**src/rtl/hazard_mdu_pkg.sv**
```systemverilog
// Shared types for the hazard unit: forwarding selects, MDU tracker states
// and the hard-wired-zero register index.
package hazard_pkg;

  typedef enum logic [1:0] {
    FWD_RF  = 2'b00,
    FWD_WB  = 2'b01,
    FWD_MEM = 2'b10
  } fwd_sel_t;

  typedef enum logic {
    MDU_IDLE = 1'b0,
    MDU_BUSY = 1'b1
  } mdu_state_t;

  localparam int REG_ZERO = 0;

endpackage

```
**src/rtl/hazard_mdu_if.sv**
```systemverilog
// Datapath <-> hazard unit bundle; master is the datapath side, slave is the
// hazard unit (register ids and enables in, forwarding/stall/MDU status out).
interface hazard_mdu_if
  import hazard_pkg::*;
#(
  parameter int REGW = 5,
  parameter int CNTW = 32
) ();

  logic [REGW-1:0] rsD;
  logic [REGW-1:0] rtD;
  logic [REGW-1:0] rsE;
  logic [REGW-1:0] rtE;
  logic [REGW-1:0] writeregE;
  logic [REGW-1:0] writeregM;
  logic [REGW-1:0] writeregW;
  logic            regwriteE;
  logic            regwriteM;
  logic            regwriteW;
  logic            memtoregE;
  logic            memtoregM;
  logic            branchD;
  logic            mdustartD;
  logic            mdustartE;
  logic            hiloreadD;

  logic            forwardaD;
  logic            forwardbD;
  fwd_sel_t        forwardaE;
  fwd_sel_t        forwardbE;
  logic            stallF;
  logic            stallD;
  logic            flushE;
  logic            mdu_go;
  logic            mdu_busy;
  logic            mdu_done;
  logic [CNTW-1:0] stall_cycles;

  modport master (
    output rsD, rtD, rsE, rtE, writeregE, writeregM, writeregW,
    output regwriteE, regwriteM, regwriteW, memtoregE, memtoregM,
    output branchD, mdustartD, mdustartE, hiloreadD,
    input  forwardaD, forwardbD, forwardaE, forwardbE,
    input  stallF, stallD, flushE, mdu_go, mdu_busy, mdu_done, stall_cycles
  );

  modport slave (
    input  rsD, rtD, rsE, rtE, writeregE, writeregM, writeregW,
    input  regwriteE, regwriteM, regwriteW, memtoregE, memtoregM,
    input  branchD, mdustartD, mdustartE, hiloreadD,
    output forwardaD, forwardbD, forwardaE, forwardbE,
    output stallF, stallD, flushE, mdu_go, mdu_busy, mdu_done, stall_cycles
  );

endinterface

```
**src/rtl/hazard_mdu_tracker.sv**
```systemverilog
// Tracks one in-flight mult/div op: go is combinational on the start cycle,
// busy/done are registered and cover the following MDU_LAT-1 cycles.
module mdu_tracker
  import hazard_pkg::*;
#(
  parameter int MDU_LAT = 8
) (
  input  logic clk,
  input  logic reset,
  input  logic start,
  output logic go,
  output logic busy,
  output logic done
);

  localparam int CW = $clog2(MDU_LAT);
  localparam logic [CW-1:0] CNT_LAST = CW'(MDU_LAT - 1);
  localparam logic [CW-1:0] CNT_ONE  = CW'(1);
  localparam logic [CW-1:0] CNT_TWO  = CW'(2);

  mdu_state_t    state;
  logic [CW-1:0] cnt;

  // A start while already busy is dropped: D is stalled so it should not occur.
  assign go = (state == MDU_IDLE) && start;

  always_ff @(posedge clk or posedge reset) begin
    if (reset) begin
      state <= MDU_IDLE;
      cnt   <= '0;
      busy  <= 1'b0;
      done  <= 1'b0;
    end else begin
      case (state)
        MDU_IDLE: begin
          if (start) begin
            state <= MDU_BUSY;
            cnt   <= CNT_LAST;
            busy  <= 1'b1;
            done  <= (CNT_LAST == CNT_ONE);
          end
        end
        MDU_BUSY: begin
          if (cnt == CNT_ONE) begin
            state <= MDU_IDLE;
            cnt   <= '0;
            busy  <= 1'b0;
            done  <= 1'b0;
          end else begin
            cnt  <= cnt - CNT_ONE;
            done <= (cnt == CNT_TWO);
          end
        end
        default: begin
          state <= MDU_IDLE;
          cnt   <= '0;
          busy  <= 1'b0;
          done  <= 1'b0;
        end
      endcase
    end
  end

endmodule

```
**src/rtl/hazard_mdu.sv**
```systemverilog
// Hazard unit for the 5-stage MIPS pipe: combinational forwarding and stall
// decisions, MDU occupancy tracking and a saturating stall-cycle counter.
module hazard_mdu
  import hazard_pkg::*;
#(
  parameter int REGW    = 5,
  parameter int MDU_LAT = 8,
  parameter int CNTW    = 32
) (
  input  logic         clk,
  input  logic         reset,
  hazard_mdu_if.slave  bus
);

  localparam logic [REGW-1:0] ZERO = REGW'(REG_ZERO);

  fwd_sel_t        fwd_a;
  fwd_sel_t        fwd_b;
  logic            lwstall;
  logic            branchstall;
  logic            mdustall;
  logic            stall;
  logic            go;
  logic            busy;
  logic            done;
  logic [CNTW-1:0] stall_cnt;

  assign bus.forwardaD = (bus.rsD != ZERO) && bus.regwriteM && (bus.rsD == bus.writeregM);
  assign bus.forwardbD = (bus.rtD != ZERO) && bus.regwriteM && (bus.rtD == bus.writeregM);

  // M is the younger result, so it wins over W.
  always_comb begin
    fwd_a = FWD_RF;
    fwd_b = FWD_RF;
    if ((bus.rsE != ZERO) && bus.regwriteM && (bus.rsE == bus.writeregM))
      fwd_a = FWD_MEM;
    else if ((bus.rsE != ZERO) && bus.regwriteW && (bus.rsE == bus.writeregW))
      fwd_a = FWD_WB;
    if ((bus.rtE != ZERO) && bus.regwriteM && (bus.rtE == bus.writeregM))
      fwd_b = FWD_MEM;
    else if ((bus.rtE != ZERO) && bus.regwriteW && (bus.rtE == bus.writeregW))
      fwd_b = FWD_WB;
  end

  assign bus.forwardaE = fwd_a;
  assign bus.forwardbE = fwd_b;

  assign lwstall = bus.memtoregE && bus.regwriteE && (bus.writeregE != ZERO) &&
                   ((bus.writeregE == bus.rsD) || (bus.writeregE == bus.rtD));

  assign branchstall = bus.branchD &&
      ((bus.regwriteE && (bus.writeregE != ZERO) &&
        ((bus.writeregE == bus.rsD) || (bus.writeregE == bus.rtD))) ||
       (bus.memtoregM && (bus.writeregM != ZERO) &&
        ((bus.writeregM == bus.rsD) || (bus.writeregM == bus.rtD))));

  mdu_tracker #(.MDU_LAT(MDU_LAT)) u_tracker (
    .clk   (clk),
    .reset (reset),
    .start (bus.mdustartE),
    .go    (go),
    .busy  (busy),
    .done  (done)
  );

  // Results are readable in the done cycle, so a HI/LO reader may proceed then.
  assign mdustall = (bus.hiloreadD || bus.mdustartD) &&
                    ((busy && !done) || bus.mdustartE);

  assign stall      = lwstall || branchstall || mdustall;
  assign bus.stallD = stall;
  assign bus.stallF = stall;
  assign bus.flushE = stall;

  assign bus.mdu_go   = go;
  assign bus.mdu_busy = busy;
  assign bus.mdu_done = done;

  always_ff @(posedge clk or posedge reset) begin
    if (reset)
      stall_cnt <= '0;
    else if (stall && (stall_cnt != '1))
      stall_cnt <= stall_cnt + CNTW'(1);
  end

  assign bus.stall_cycles = stall_cnt;

endmodule

```
**src/flat_wrapper.sv**
```systemverilog
// flat-port wrapper written by rule: the top's interface ports become plain ports
module hazard_mdu_flat import hazard_pkg::*;
#(
  parameter int REGW    = 5,
  parameter int MDU_LAT = 8,
  parameter int CNTW    = 32
)
  (clk, reset, bus_rsD, bus_rtD, bus_rsE, bus_rtE, bus_writeregE, bus_writeregM, bus_writeregW, bus_regwriteE, bus_regwriteM, bus_regwriteW, bus_memtoregE, bus_memtoregM, bus_branchD, bus_mdustartD, bus_mdustartE, bus_hiloreadD, bus_forwardaD, bus_forwardbD, bus_forwardaE, bus_forwardbE, bus_stallF, bus_stallD, bus_flushE, bus_mdu_go, bus_mdu_busy, bus_mdu_done, bus_stall_cycles);
  hazard_mdu_if #(.REGW(REGW), .CNTW(CNTW)) bus_i ();
  input  logic clk;
  input  logic reset;
  input wire logic [$bits(bus_i.rsD)-1:0] bus_rsD;
  input wire logic [$bits(bus_i.rtD)-1:0] bus_rtD;
  input wire logic [$bits(bus_i.rsE)-1:0] bus_rsE;
  input wire logic [$bits(bus_i.rtE)-1:0] bus_rtE;
  input wire logic [$bits(bus_i.writeregE)-1:0] bus_writeregE;
  input wire logic [$bits(bus_i.writeregM)-1:0] bus_writeregM;
  input wire logic [$bits(bus_i.writeregW)-1:0] bus_writeregW;
  input wire logic [$bits(bus_i.regwriteE)-1:0] bus_regwriteE;
  input wire logic [$bits(bus_i.regwriteM)-1:0] bus_regwriteM;
  input wire logic [$bits(bus_i.regwriteW)-1:0] bus_regwriteW;
  input wire logic [$bits(bus_i.memtoregE)-1:0] bus_memtoregE;
  input wire logic [$bits(bus_i.memtoregM)-1:0] bus_memtoregM;
  input wire logic [$bits(bus_i.branchD)-1:0] bus_branchD;
  input wire logic [$bits(bus_i.mdustartD)-1:0] bus_mdustartD;
  input wire logic [$bits(bus_i.mdustartE)-1:0] bus_mdustartE;
  input wire logic [$bits(bus_i.hiloreadD)-1:0] bus_hiloreadD;
  output wire logic [$bits(bus_i.forwardaD)-1:0] bus_forwardaD;
  output wire logic [$bits(bus_i.forwardbD)-1:0] bus_forwardbD;
  output wire logic [$bits(bus_i.forwardaE)-1:0] bus_forwardaE;
  output wire logic [$bits(bus_i.forwardbE)-1:0] bus_forwardbE;
  output wire logic [$bits(bus_i.stallF)-1:0] bus_stallF;
  output wire logic [$bits(bus_i.stallD)-1:0] bus_stallD;
  output wire logic [$bits(bus_i.flushE)-1:0] bus_flushE;
  output wire logic [$bits(bus_i.mdu_go)-1:0] bus_mdu_go;
  output wire logic [$bits(bus_i.mdu_busy)-1:0] bus_mdu_busy;
  output wire logic [$bits(bus_i.mdu_done)-1:0] bus_mdu_done;
  output wire logic [$bits(bus_i.stall_cycles)-1:0] bus_stall_cycles;
  assign bus_i.rsD = bus_rsD;
  assign bus_i.rtD = bus_rtD;
  assign bus_i.rsE = bus_rsE;
  assign bus_i.rtE = bus_rtE;
  assign bus_i.writeregE = bus_writeregE;
  assign bus_i.writeregM = bus_writeregM;
  assign bus_i.writeregW = bus_writeregW;
  assign bus_i.regwriteE = bus_regwriteE;
  assign bus_i.regwriteM = bus_regwriteM;
  assign bus_i.regwriteW = bus_regwriteW;
  assign bus_i.memtoregE = bus_memtoregE;
  assign bus_i.memtoregM = bus_memtoregM;
  assign bus_i.branchD = bus_branchD;
  assign bus_i.mdustartD = bus_mdustartD;
  assign bus_i.mdustartE = bus_mdustartE;
  assign bus_i.hiloreadD = bus_hiloreadD;
  assign bus_forwardaD = bus_i.forwardaD;
  assign bus_forwardbD = bus_i.forwardbD;
  assign bus_forwardaE = bus_i.forwardaE;
  assign bus_forwardbE = bus_i.forwardbE;
  assign bus_stallF = bus_i.stallF;
  assign bus_stallD = bus_i.stallD;
  assign bus_flushE = bus_i.flushE;
  assign bus_mdu_go = bus_i.mdu_go;
  assign bus_mdu_busy = bus_i.mdu_busy;
  assign bus_mdu_done = bus_i.mdu_done;
  assign bus_stall_cycles = bus_i.stall_cycles;
  hazard_mdu #(.REGW(REGW), .MDU_LAT(MDU_LAT), .CNTW(CNTW)) u_core (.clk(clk), .reset(reset), .bus(bus_i));
endmodule
```
**config.mk**
```make
export PLATFORM = sky130hd
export DESIGN_NAME = hazard_mdu_flat
export DESIGN_NICKNAME = d
export VERILOG_FILES = /design/src/rtl/hazard_mdu_pkg.sv /design/src/rtl/hazard_mdu_if.sv /design/src/rtl/hazard_mdu_tracker.sv /design/src/rtl/hazard_mdu.sv /design/src/flat_wrapper.sv
export SDC_FILE = /design/constraint.sdc
export NUM_CORES = 1
export LEC_CHECK = 0
export BUFFER_PORTS_ARGS = -buffer_cell sky130_fd_sc_hd__buf_4
export CAP_MARGIN = 20
export CORE_AREA = 2 2 59 103
export CTS_BUF_LIST = sky130_fd_sc_hd__clkbuf_8
export CTS_CLUSTER_SIZE = 25
export DETAILED_ROUTE_END_ITERATION = 10
export DIE_AREA = 0 0 61 105
export MAX_ROUTING_LAYER = met4
export PLACE_DENSITY = 0.77
export SLEW_MARGIN = 20
export SYNTH_ARGS = -nofsm -noshare
export SYNTH_HDL_FRONTEND = slang
export SYNTH_SLANG_ARGS = --single-unit
```
**constraint.sdc**
```tcl
create_clock -name clk -period 2.7 [get_ports clk]
set_input_delay 0.675 -clock clk [delete_from_list [all_inputs] [get_ports clk]]
set_output_delay 0.675 -clock clk [all_outputs]
set_load 0.02 [all_outputs]
```
==> results of run 1 <==
==> through the flow <==
step / cells / hold WS [ns] / power [W] / setup slack [ns] / utilization, %
finish: 441 / 0.488 / 0.00205 / 0.0298 / 64.0
global route: 441 / 0.533 / 0.00219 / -0.0175 / 64.0
CTS: 440 / 0.503 / 0.00206 / 0.0159 / 63.1
detailed placement: 434 / 0.496 / 0.00163 / -0.0760 / 61.2
global placement: 434 / 0.486 / 0.00161 / -0.0830 / 61.2
floorplan: 261 / 0.525 / 0.00133 / -0.103 / -
==> registers in the layout (all words and copies together), names as in the netlist <==
| register | flops |
|---|---|
| u_core.u_tracker.state | 1 |
| u_core.u_tracker.busy | 1 |
| u_core.bus.stall_cycles | 32 |
| u_core.u_tracker.done | 1 |
| u_core.u_tracker.cnt | 3 |
==> cell usage after synthesis (2+ instances only) <==
cell type / instances
nor2_1: 15
o21ai_0: 2
nor4_1: 6
or3_1: 4
o221ai_1: 2
xor2_1: 30
a21oi_1: 4
inv_1: 4
nor3_1: 11
clkbuf_1: 3
xnor2_1: 41
nand4_1: 20
buf_6: 5
dfrtp_1: 38
buf_4: 3
nor3_2: 6
ha_1: 4
and2_1: 2
nor2b_1: 2
nand3_1: 20
and4_1: 4
nand2_1: 13
or4_1: 6
buf_2: 2
==> logic make-up (layout without fill, tap and decap cells) <==
kind of cell,count (synthesis),count (layout),synth area share (%)
xor gates and xnor gates,71,71,24.6
DFF,38,38,37.6
adders and majority gates,4,4,1.98
muxes,1,1,0.445
AOI/OAI and AO/OA,13,13,3.56
and+or+nand+nor,116,116,27.1
buffers and inverters,18,122,4.70
==> how the worst max path moves through the flow <==
stage / from / end / cells after the start
global route: bus_writeregE[3] / bus_stallF / 7
CTS: bus_writeregM[1] / bus_stallD / 9
detailed placement: bus_writeregE[0] / bus_stallD / 7
finish: bus_writeregE[3] / bus_flushE / 7
floorplan: bus_writeregM[1] / bus_stallD / 9
global placement: bus_writeregE[0] / bus_flushE / 7
==> final cells by class <==
type                    count  area, um^2  area share, %
flip-flops and latches     38         951           26.8
repair buffers            109         865           24.4
clock buffers               6        82.6           2.33
well taps                  76        95.1           2.68
inverters                   5        21.3          0.599
clock inverters             2        12.5          0.353
multi-input cells         205        1520           42.9
==> repair_timing <==
| action | 4_1_cts | 5_1_grt |
|---|---|---|
| pin swaps | 4 | 10 |
| hold buffers | 0 | 0 |
| buffers inserted | 0 | 1 |
| setup endpoints to repair | 3 | 5 |
| gates resized for setup | 6 | 11 |
==> layer usage <==
layer | vias to the layer above | wire length (um) | share of wire (%)
li1 | 1130 | - | -
met1 | 1118 | 2330 | 34
met2 | 114 | 3900 | 56
met3 | 24 | 364 | 5.2
met4 | 0 | 346 | 5.0
met5 | - | 0 | 0
==> report_power, final <==
part	internal [W]	total, W	switching (W)	leakage (nW)
registers	0.000688	0.000838	0.000150	0.478
logic	0.000378	0.000797	0.000420	1.03
clock network	0.000205	0.000410	0.000205	0.0472
==> worst min-delay path: stages <==
cell	delay [ns]
buf_4	0.10
inv_1	0.04
buf_4	0.41
==> results.toml, run 1 <==
[logic_synthesis]
yosysSeqAreaShare_pct = 37.6
synthTopCellsByArea = "dfrtp_1, xnor2_1, xor2_1"
synth_warnings = 0
yosys.area.top_type_share_pct = 37.6
synth-edff-count = 0
avgSynthCellArea_um2 = 9.69
synthesis.area_um2 = 2530
syn_inst = 261
synth_top_area_cell = "dfrtp_1"
ys_types = 38
ys.flop_type = "dfrtp_1"
syn-num-nets = 311
async_flop_share_pct = 100
ys_ff_latch = 38

[setup_path]
timing.rr.start = "u_core.bus.stall_cycles[0]"
crit_slowest_cell = "or4_4"
reg2reg_to = "u_core.bus.stall_cycles[30]"
cp.arrival_ns = 2.00
startpoint_type = "primary input"
cp.buffers_inverters = 3
crit_family = "simple AND/OR/NAND/NOR gates"
path_cells = "buf_6, or4_4, o221ai_2, a21oi_1, and3b_2, inv_4, buf_6"
required_ns = 2.03
worst-r2r-setup-slack_ns = 0.54
crit_path_end_kind = "output pin"
path_common_cell = "buf_6"
slowest_delay_ns = 0.53
worst-r2r-cell-count = 8
cp_max_fo = 4
crit_type = "primary input to output pin"

[layout]
nFillCells = 486
final_nets = 414
final_cell_mix = "buf_4, xnor2_1, dfrtp_1, xor2_1"
area_delta_synth_final_pct = 40.3
drive_above_1_share_pct = 38.6
diodes = 0
design_area_um2 = 3550
layout_commonest_cell = "buf_4"

[clock_tree]
worstSkewPairLatency_ns = 0.30
cts_tree = "done"
cts-root-buf = "clkbuf_8"
cts_sinks = 38
numCtsBuffers = 5
h-tree-depth = 2
clockBufferDepth = 2
clk_pin_slew_worst_paths_ns = 0.08

[die]
core_area_um2 = 5540
boundaryPins = 90
die_x_um = 61
die_area_um2 = 6410
die-height_um = 105
start_util_pct = 45.6
rows = 36

[grt]
met3_usage_pct = 3.22
grt_pass1_vias = 2407
grt_use_total_pct = 23.0
busiest_layer = "met2"
antenna_found_initial = 0
grt_max_degree = 39
grtUsageMet2_pct = 42.5
overflow = 0
grt_first_pass_wirelength_um = 10800
met1_usage_pct = 21.2

[placed_design]
hpwlAfterDp_um = 5590
place.port_buffers = 89
dpl-instance-area_um2 = 3390
globalplace.congestion = 0.840

[drt]
vias = 2386
routed_wl_um = 6940
drtIter0Drc = 130
viasPerCell = 5.41
detail-route-antenna-nets = 0
wl_per_cell_um = 15.7
firstDrtPassIters = 4
drc_errors = 0

[sta]
fin_crit_sh_pct = 98.9
max_slew.worst_pin.slew_ns = 0.472
slew_headroom_pct = 68.6
tns_ns = 0
hold_viol = 0
fin_skew_ns = 0.00381
finalCriticalPeriod_ns = 2.67
maxSlewViolCount = 0
rsz0062_at_grt = "true"
max_freq_ghz = 0.375
setup_viol = 0

[hold_path]
hp-class = "primary input to async pin"

[status]
status = "finished, final reports clean"

[run]
cap_violations = 0

[power_and_ir_drop]
vdd_drop_max_v = 0.000237
leakagePower_nw = 1.56
power.density_nw_per_um2 = 576
Power figures use the tool's default switching activity.
==> run 2: changes to the inputs <==
--- a/config.mk
+++ b/config.mk
@@ -7,13 +7,12 @@
 export LEC_CHECK = 0
 export BUFFER_PORTS_ARGS = -buffer_cell sky130_fd_sc_hd__buf_4
 export CAP_MARGIN = 20
-export CORE_AREA = 2 2 59 103
+export CORE_AREA = 2 2 80 139
 export CTS_BUF_LIST = sky130_fd_sc_hd__clkbuf_8
 export CTS_CLUSTER_SIZE = 25
 export DETAILED_ROUTE_END_ITERATION = 10
-export DIE_AREA = 0 0 61 105
+export DIE_AREA = 0 0 82 141
 export MAX_ROUTING_LAYER = met4
-export PLACE_DENSITY = 0.77
 export SLEW_MARGIN = 20
 export SYNTH_ARGS = -nofsm -noshare
 export SYNTH_HDL_FRONTEND = slang
==> run 2 against run 1 <==
- largest power group unchanged
- largest cell class unchanged
- maximum frequency increased by 0.41%
- clock skew about the same
- register-to-register slack worse by 0.04 ns
==> results.toml, run 2 (synthesis results as in run 1) <==
[layout]
finalCoreUtilization_pct = 35.0
drive_above_1_share_pct = 39.6
area_delta_synth_final_pct = 45.6
diodes = 0
final_cell_mix = "buf_4, xnor2_1, dfrtp_1, xor2_1"
largest_reg_flops = 32
fin_cells = 501
layout_commonest_cell = "buf_4"
final_nets = 420

[placed_design]
place_worst_setup_slack_ns = -0.0699
place.port_buffers = 89
place_inst = 488
hpwlAfterDp_um = 6050
globalplace.congestion = 0.861

[sta]
slew_headroom_pct = 59.1
setup_viol = 0
max_slew.worst_pin.slew_ns = 0.608
holdWs_ns = 0.488
fin_crit_sh_pct = 98.5
finalCriticalPeriod_ns = 2.66
hold_viol = 0
fin_skew_ns = 0.00429
finalWorstSetupSlack_ns = 0.0407
max_freq_ghz = 0.376
maxSlewViolCount = 0
rsz0062_at_grt = "true"

[setup_path]
cp_max_fo = 3
reg2reg_to = "u_core.bus.stall_cycles[30]"
worst-r2r-cell-count = 7
slowest_delay_ns = 0.55
path_cells = "buf_8, or4_4, nor2_4, nor4_4, nor4_2, buf_4"
crit_end = "bus_forwardbE[0]"
startpoint_type = "primary input"
cp.arrival_ns = 1.98
crit_slowest_cell = "or4_4"
crit_type = "primary input to output pin"
crit_path_end_kind = "output pin"
timing.rr.start = "u_core.bus.stall_cycles[10]"
crit_start = "bus_rtE[4]"
worst-r2r-setup-slack_ns = 0.50
required_ns = 2.03

[clock_tree]
clk_pin_slew_worst_paths_ns = 0.07
clockBufferDepth = 2
numCtsBuffers = 5
cts_sinks = 38
h-tree-depth = 2
cts_tree = "done"
cts-root-buf = "clkbuf_8"
worstSkewPairLatency_ns = 0.29

[status]
status = "finished, final reports clean"

[die]
die-height_um = 141
die_x_um = 82
start_util_pct = 24.1
die_area_um2 = 11600
rows = 50
core_area_um2 = 10500
boundaryPins = 90

[drt]
wl_per_cell_um = 14.8
drtIter0Drc = 71
firstDrtPassIters = 4
drc_errors = 0
viasPerCell = 4.72
detail-route-antenna-nets = 0
routed_wl_um = 7400
vias = 2366

[power_and_ir_drop]
p_int_w = 0.00128
vdd_drop_max_v = 0.000363
clkPwrFrac_pct = 19.5
leakagePower_nw = 1.60
p_comb_share_pct = 39.9
power.density_nw_per_um2 = 559
power_switching_w = 0.000782
switching_share_pct = 38.0
seqPwrFrac_pct = 40.6

[run]
cap_violations = 0

[grt]
overflow = 0
grt_max_degree = 39
grt_first_pass_wirelength_um = 11700
antenna_found_initial = 0
grt_use_total_pct = 13.5
grt_pass1_vias = 2439

[hold_path]
hp-class = "primary input to async pin"
[run 2: final cells by class]
class | instances | area [um^2]
Inverter | 5 | 21.3
Clock inverter | 2 | 8.76
Sequential cell | 38 | 951
Clock buffer | 6 | 82.6
Tap cell | 130 | 163
Multi-Input combinational cell | 205 | 1540
Fill cell | 1082 | 6830
Timing Repair Buffer | 115 | 917
[run 2: layer usage]
layer	global-route usage, %	share of wire [%]	wire, um
met5	-	0	0
met4	6.05	3.3	247
met3	3.07	7.4	545
met2	25.1	57	4200
met1	12.7	33	2410
[run 2: worst max-delay path, delay by kind of cell]
| family | cells | cell delay, ns |
|---|---|---|
| and+or+nand+nor | 4 | 1.03 |
| buffers and inverters | 2 | 0.28 |
[run 2: worst min-delay path by stage]
stage	slack (ns)	start	cells after the start	to
global placement	0.48	u_core.bus.stall_cycles[31]	1	u_core.bus.stall_cycles[31]
detailed placement	0.48	u_core.bus.stall_cycles[31]	1	u_core.bus.stall_cycles[31]
CTS	0.50	u_core.bus.stall_cycles[31]	1	u_core.bus.stall_cycles[31]
floorplan	0.53	u_core.u_tracker.cnt[0]	2	u_core.u_tracker.cnt[0]
global route	0.53	u_core.bus.stall_cycles[5]	1	u_core.bus.stall_cycles[5]
finish	0.49	reset	3	u_core.u_tracker.busy
[run 2: metrics by stage]
stage                     area (um^2)  power (W)  TNS [ns]
after global routing             3680    0.00220   -0.0693
after CTS                        3560    0.00208         0
after global placement           3460    0.00163    -0.159
after detailed placement         3460    0.00166    -0.209
final                            3680    0.00206         0
after floorplan                  2570    0.00133    -0.207
[run 2: timing repair]
action | CTS | global route
setup buffers | 0 | 5
resized for setup | 2 | 20
hold buffers | 0 | 0
endpoints found under the setup margin | 3 | 5
pin swaps | 1 | 16
[run 2: power by group through the flow]
stage / Sequential, W / Combinational (W) / Clock [W]
after floorplan: 0.000909 / 0.000417 / 0
after global placement: 0.000844 / 0.000791 / 0
after detailed placement: 0.000848 / 0.000810 / 0
after CTS: 0.000838 / 0.000813 / 0.000426
after global routing: 0.000859 / 0.000899 / 0.000443
final: 0.000837 / 0.000821 / 0.000402
